===== src/rtl/cpu_phase_sequencer.sv =====
// One-hot N-phase machine-cycle sequencer with halt/resume and a retired-cycle counter.
// Define CPU_SEQ_WAIT_EN to add phase-1 memory wait states, timeout and the sticky bus_err.
module cpu_phase_sequencer #(
  parameter int unsigned PHASES    = 3,
  parameter int unsigned WAIT_MAX  = 15,
  parameter int unsigned CNT_WIDTH = 16
) (
  input  logic                 clk,
  input  logic                 reset,
  input  logic                 halt_req,
  input  logic                 resume,
  input  logic                 mem_req,
  input  logic                 mem_ready,
  output logic [PHASES-1:0]    phase,
  output logic                 cycle_stb,
  output logic                 mem_stb,
  output logic                 exec_stb,
  output logic                 halted,
  output logic                 bus_err,
  output logic [CNT_WIDTH-1:0] cycle_count
);

  if (PHASES < 3)   begin : g_bad_phases $error("PHASES must be >= 3"); end
  if (WAIT_MAX < 1) begin : g_bad_wait   $error("WAIT_MAX must be >= 1"); end

  typedef enum logic [1:0] {START, RUN, HALTED} state_e;

  state_e                 state_q, state_d;
  logic [PHASES-1:0]      phase_q, phase_d;
  logic [CNT_WIDTH-1:0]   cnt_q, cnt_d;
  logic                   stall;

`ifdef CPU_SEQ_WAIT_EN
  localparam int unsigned WW = $clog2(WAIT_MAX + 1);

  logic [WW-1:0] wait_q, wait_d;
  logic          bus_err_q, bus_err_d;
  logic          timeout;

  // Once the counter hits WAIT_MAX the access is forced to complete this clock.
  assign timeout = phase_q[1] && (wait_q == WW'(WAIT_MAX));
  assign stall   = phase_q[1] && mem_req && !mem_ready && !timeout;
  assign mem_stb = phase_q[1] & (~mem_req | mem_ready | timeout);
  assign bus_err = bus_err_q;

  always_comb begin
    wait_d    = '0;
    bus_err_d = bus_err_q;
    if (stall) begin
      wait_d = wait_q + 1'b1;
    end else if (timeout) begin
      bus_err_d = 1'b1;
    end
  end

  always_ff @(posedge clk or negedge reset) begin
    if (!reset) begin
      wait_q    <= '0;
      bus_err_q <= 1'b0;
    end else begin
      wait_q    <= wait_d;
      bus_err_q <= bus_err_d;
    end
  end
`else
  logic unused_mem_inputs;

  assign unused_mem_inputs = ^{mem_ready, mem_req};
  assign stall             = 1'b0;
  assign mem_stb           = phase_q[1];
  assign bus_err           = 1'b0;
`endif

  always_comb begin
    state_d = state_q;
    phase_d = phase_q;
    cnt_d   = cnt_q;
    unique case (state_q)
      START: begin
        state_d = RUN;
        phase_d = PHASES'(1);
      end
      RUN: begin
        if (!stall) begin
          if (phase_q[PHASES-1]) begin
            cnt_d = cnt_q + 1'b1;
            if (halt_req) begin
              state_d = HALTED;
              phase_d = '0;
            end else begin
              phase_d = PHASES'(1);
            end
          end else begin
            phase_d = {phase_q[PHASES-2:0], 1'b0};
          end
        end
      end
      HALTED: begin
        if (resume) begin
          state_d = RUN;
          phase_d = PHASES'(1);
        end
      end
      default: begin
        state_d = START;
        phase_d = '0;
      end
    endcase
  end

  always_ff @(posedge clk or negedge reset) begin
    if (!reset) begin
      state_q <= START;
      phase_q <= '0;
      cnt_q   <= '0;
    end else begin
      state_q <= state_d;
      phase_q <= phase_d;
      cnt_q   <= cnt_d;
    end
  end

  assign phase       = phase_q;
  assign cycle_stb   = phase_q[0];
  assign exec_stb    = phase_q[PHASES-1];
  assign halted      = (state_q == HALTED);
  assign cycle_count = cnt_q;

endmodule


===== config.mk =====
export PLATFORM = sky130hd
export DESIGN_NAME = cpu_phase_sequencer
export DESIGN_NICKNAME = d
export VERILOG_FILES = /design/src/rtl/cpu_phase_sequencer.sv
export SDC_FILE = /design/constraint.sdc
export NUM_CORES = 1
export LEC_CHECK = 0
export CORE_MARGIN = 2
export CORE_UTILIZATION = 45
export DETAILED_ROUTE_END_ITERATION = 10
export HOLD_SLACK_MARGIN = 0.05
export PLACE_DENSITY = 0.77
export SLEW_MARGIN = 10
export SYNTH_ARGS = -nofsm -noshare
export SYNTH_HDL_FRONTEND = slang
export SYNTH_SLANG_ARGS = --single-unit

===== constraint.sdc =====
create_clock -name clk -period 2 [get_ports clk]
set_input_delay 0.2 -clock clk [delete_from_list [all_inputs] [get_ports clk]]
set_output_delay 0.2 -clock clk [all_outputs]
set_load 0.02 [all_outputs]

==> run metrics <==
core area between 2000 and 2500 sq um; Combinational Power Share roughly two fifths; Synth async-reset ratio 100.0%; EDFF count, synth 0; Setup Buffers After CTS 0; post-CTS sizing 0; Synth area leaders dfrtp_1 52%, xor2_1 8.6%, nand3_1 3.5%; status complete, no violations; DR vias approximately 690; Final Setup Violations 0; HPWL after DPL 1278 um; Num Clock Sinks 21; Die Area 2648 sq um; Worst-Skew Late Latency 0.29 ns; clock-pin slew on the worst setup and hold paths ~0.11 ns; hold_buf cts 0; Placed Cells between 100 and 150; synthesized net count ~100; Clk network pwr share between 10% and 20%; power per cell area 991.0 nW/um^2; Synth top area share 51.85%; drt drc 0; Ports 30; largest net degree at the start of global routing 22; Pwr Total around 1.3 mW; Net Sw Frac between 30% and 40%; n_diodes 0; Hold Path Class in -> async; initial antenna violation count 0; Non-Filler Instances ~150; RSZ-0062 raised after global routing false; First-pass DRT Iterations 2; Final min period 1.836 ns; synth warn 0; Max Slew Vio Count 0; Final Util about three fifths; number of H-tree levels 1; GRT Util Overall between 10% and 20%; most frequent cell after synthesis dfrtp_1; Post-DRT Antenna Nets 0; crit end category output pin; Worst Reg2Reg Path Length in Cells 4; Placer Congestion 0.7417; Worst Setup Start Kind register; # port buffers 26; hold slack final roughly 0.24 ns; drt total wl 1637 um; clk buf depth 2; Num CTS Buffers 3; final worst slack around 0.16 ns; P&R area growth vs syn 28.27%; first-pass GRT wire length between 2000 and 3000 um; post-layout net count approximately 130; WL/cell roughly 11 um; Die Span Y slightly above 50 um; crit path kind reg -> out; max-cap viol count 0; CP required ~1.8 ns; worst-path cell chain buf_4, and2b_2, clkdlybuf4s50_1; root buf cell clkbuf_4; row count 17; Seq cells post-synth 21; post-layout instance area 1300 sq um; Die W 51.46 um; layout cells sized above 1 between 10% and 20%; count of different cell masters after synthesis 28; Synth area leader dfrtp_1; Setup Skew between 0.008 and 0.009 ns; Pint 832.4 uW; mean post-synth cell area around 11 sq um; Starting DRT DRC Count 4; total grt overflow 0; CTS tree done; Setup TNS 0 ns; Initial Util 46.71%; number of global-route vias before repair approximately 650; CP Max Fanout 8; Mapped Area approximately 1000 sq um; register share of total power between 40% and 50%; Cells after Synth 91; critical path's slowest cell clkdlybuf4s50_1; area post-placement ~1300 sq um; period utilisation layout 91.80%; vias per inst roughly 4.8; pre-CTS WS 0.3055 ns; top post-synthesis cells by count 21 x dfrtp_1, 10 x xor2_1, 7 x nand2_1, 7 x nand3_1; Max Clock Freq ~540 MHz; Synth Flop Type dfrtp_1; Worst path max stage delay about 0.6 ns; filler instances between 200 and 250; crit path DAT ~1.6 ns; Max VDD drop ~0.79 mV; Psw 455.9 uW; static leakage 0.6081 nW; final hold violation count 0; sequential fraction of the synthesis area between 50% and 60%
==> layer usage <==
layer  wire length (um)  global-route usage, %  part of all wire, %  vias up
li1                   -                      -                    -      349
met1                737                  16.54                   45      321
met2                810                  24.57                   49       19
met3                 89                  2.924                  5.4        0
met4                  0                  3.947                    0        0
met5                  0                      0                    0        -
==> sequential cells by signal, indices dropped and copies added (netlist names) <==
register,flops
phase,3
cycle_count,16
state_q,2
==> area by class of cell <==
type                       instances  area (sq um)  area share (%)
sequential                        21         525.5           40.42
tap                               28         35.03           2.695
clock buffer                       4         26.28           2.021
multi-input combinational         60         419.2           32.24
inverter                           3         11.26          0.8662
timing repair buffer              29         282.8           21.75
==> placed cells by master, fill, tap and decap left out, types with 3 or more instances in the layout <==
cell             netlist  layout
and3_1                 3       3
buf_4                  4       3
clkbuf_4               0       3
clkdlybuf4s50_1        0      26
dfrtp_1               21      21
inv_1                  3       3
nand2_1                7       7
nand3_1                7       7
nor2_1                 4       4
nor3_1                 4       4
o21ai_0                3       3
xnor2_1                4       4
xor2_1                10      10
==> final timing paths <==
path | startpoint | end | slack, ns
worst min register to register | cycle_count[15] | cycle_count[15] | 0.48
worst max register to register | phase[2] | cycle_count[14] | 0.30
worst min-delay path | reset | cycle_count[13] | 0.24
worst max-delay path | state_q[0] | halted | 0.16
min in group clk | cycle_count[15] | cycle_count[15] | 0.48
max in group asynchronous | reset | phase[2] | 1.55
==> critical path, delay by kind of cell, from the launching register on <==
family                 cells  cell delay, ns
flip-flops                 1            0.39
AND/OR/NAND/NOR            1            0.20
buffers and inverters      2            0.75
==> power by group through the flow <==
stage	logic (mW)	registers, mW	clock network (mW)
finish	0.505	0.588	0.195
global route	0.538	0.607	0.218
detailed placement	0.510	0.597	0
global placement	0.501	0.595	0
floorplan	0.260	0.663	0
CTS	0.513	0.591	0.204
==> kinds of logic after synthesis <==
| family | count (synthesis) | share of synthesized area [%] |
|---|---|---|
| compound gates | 6 | 3.704 |
| mux | 1 | 1.111 |
| simple gates | 36 | 21.23 |
| buf+inv | 10 | 6.790 |
| other cells | 1 | 0.3700 |
| flops | 21 | 51.85 |
| xor+xnor | 15 | 13.70 |
| fa+ha+maj | 1 | 1.234 |
(Power assumes the default switching activity.)
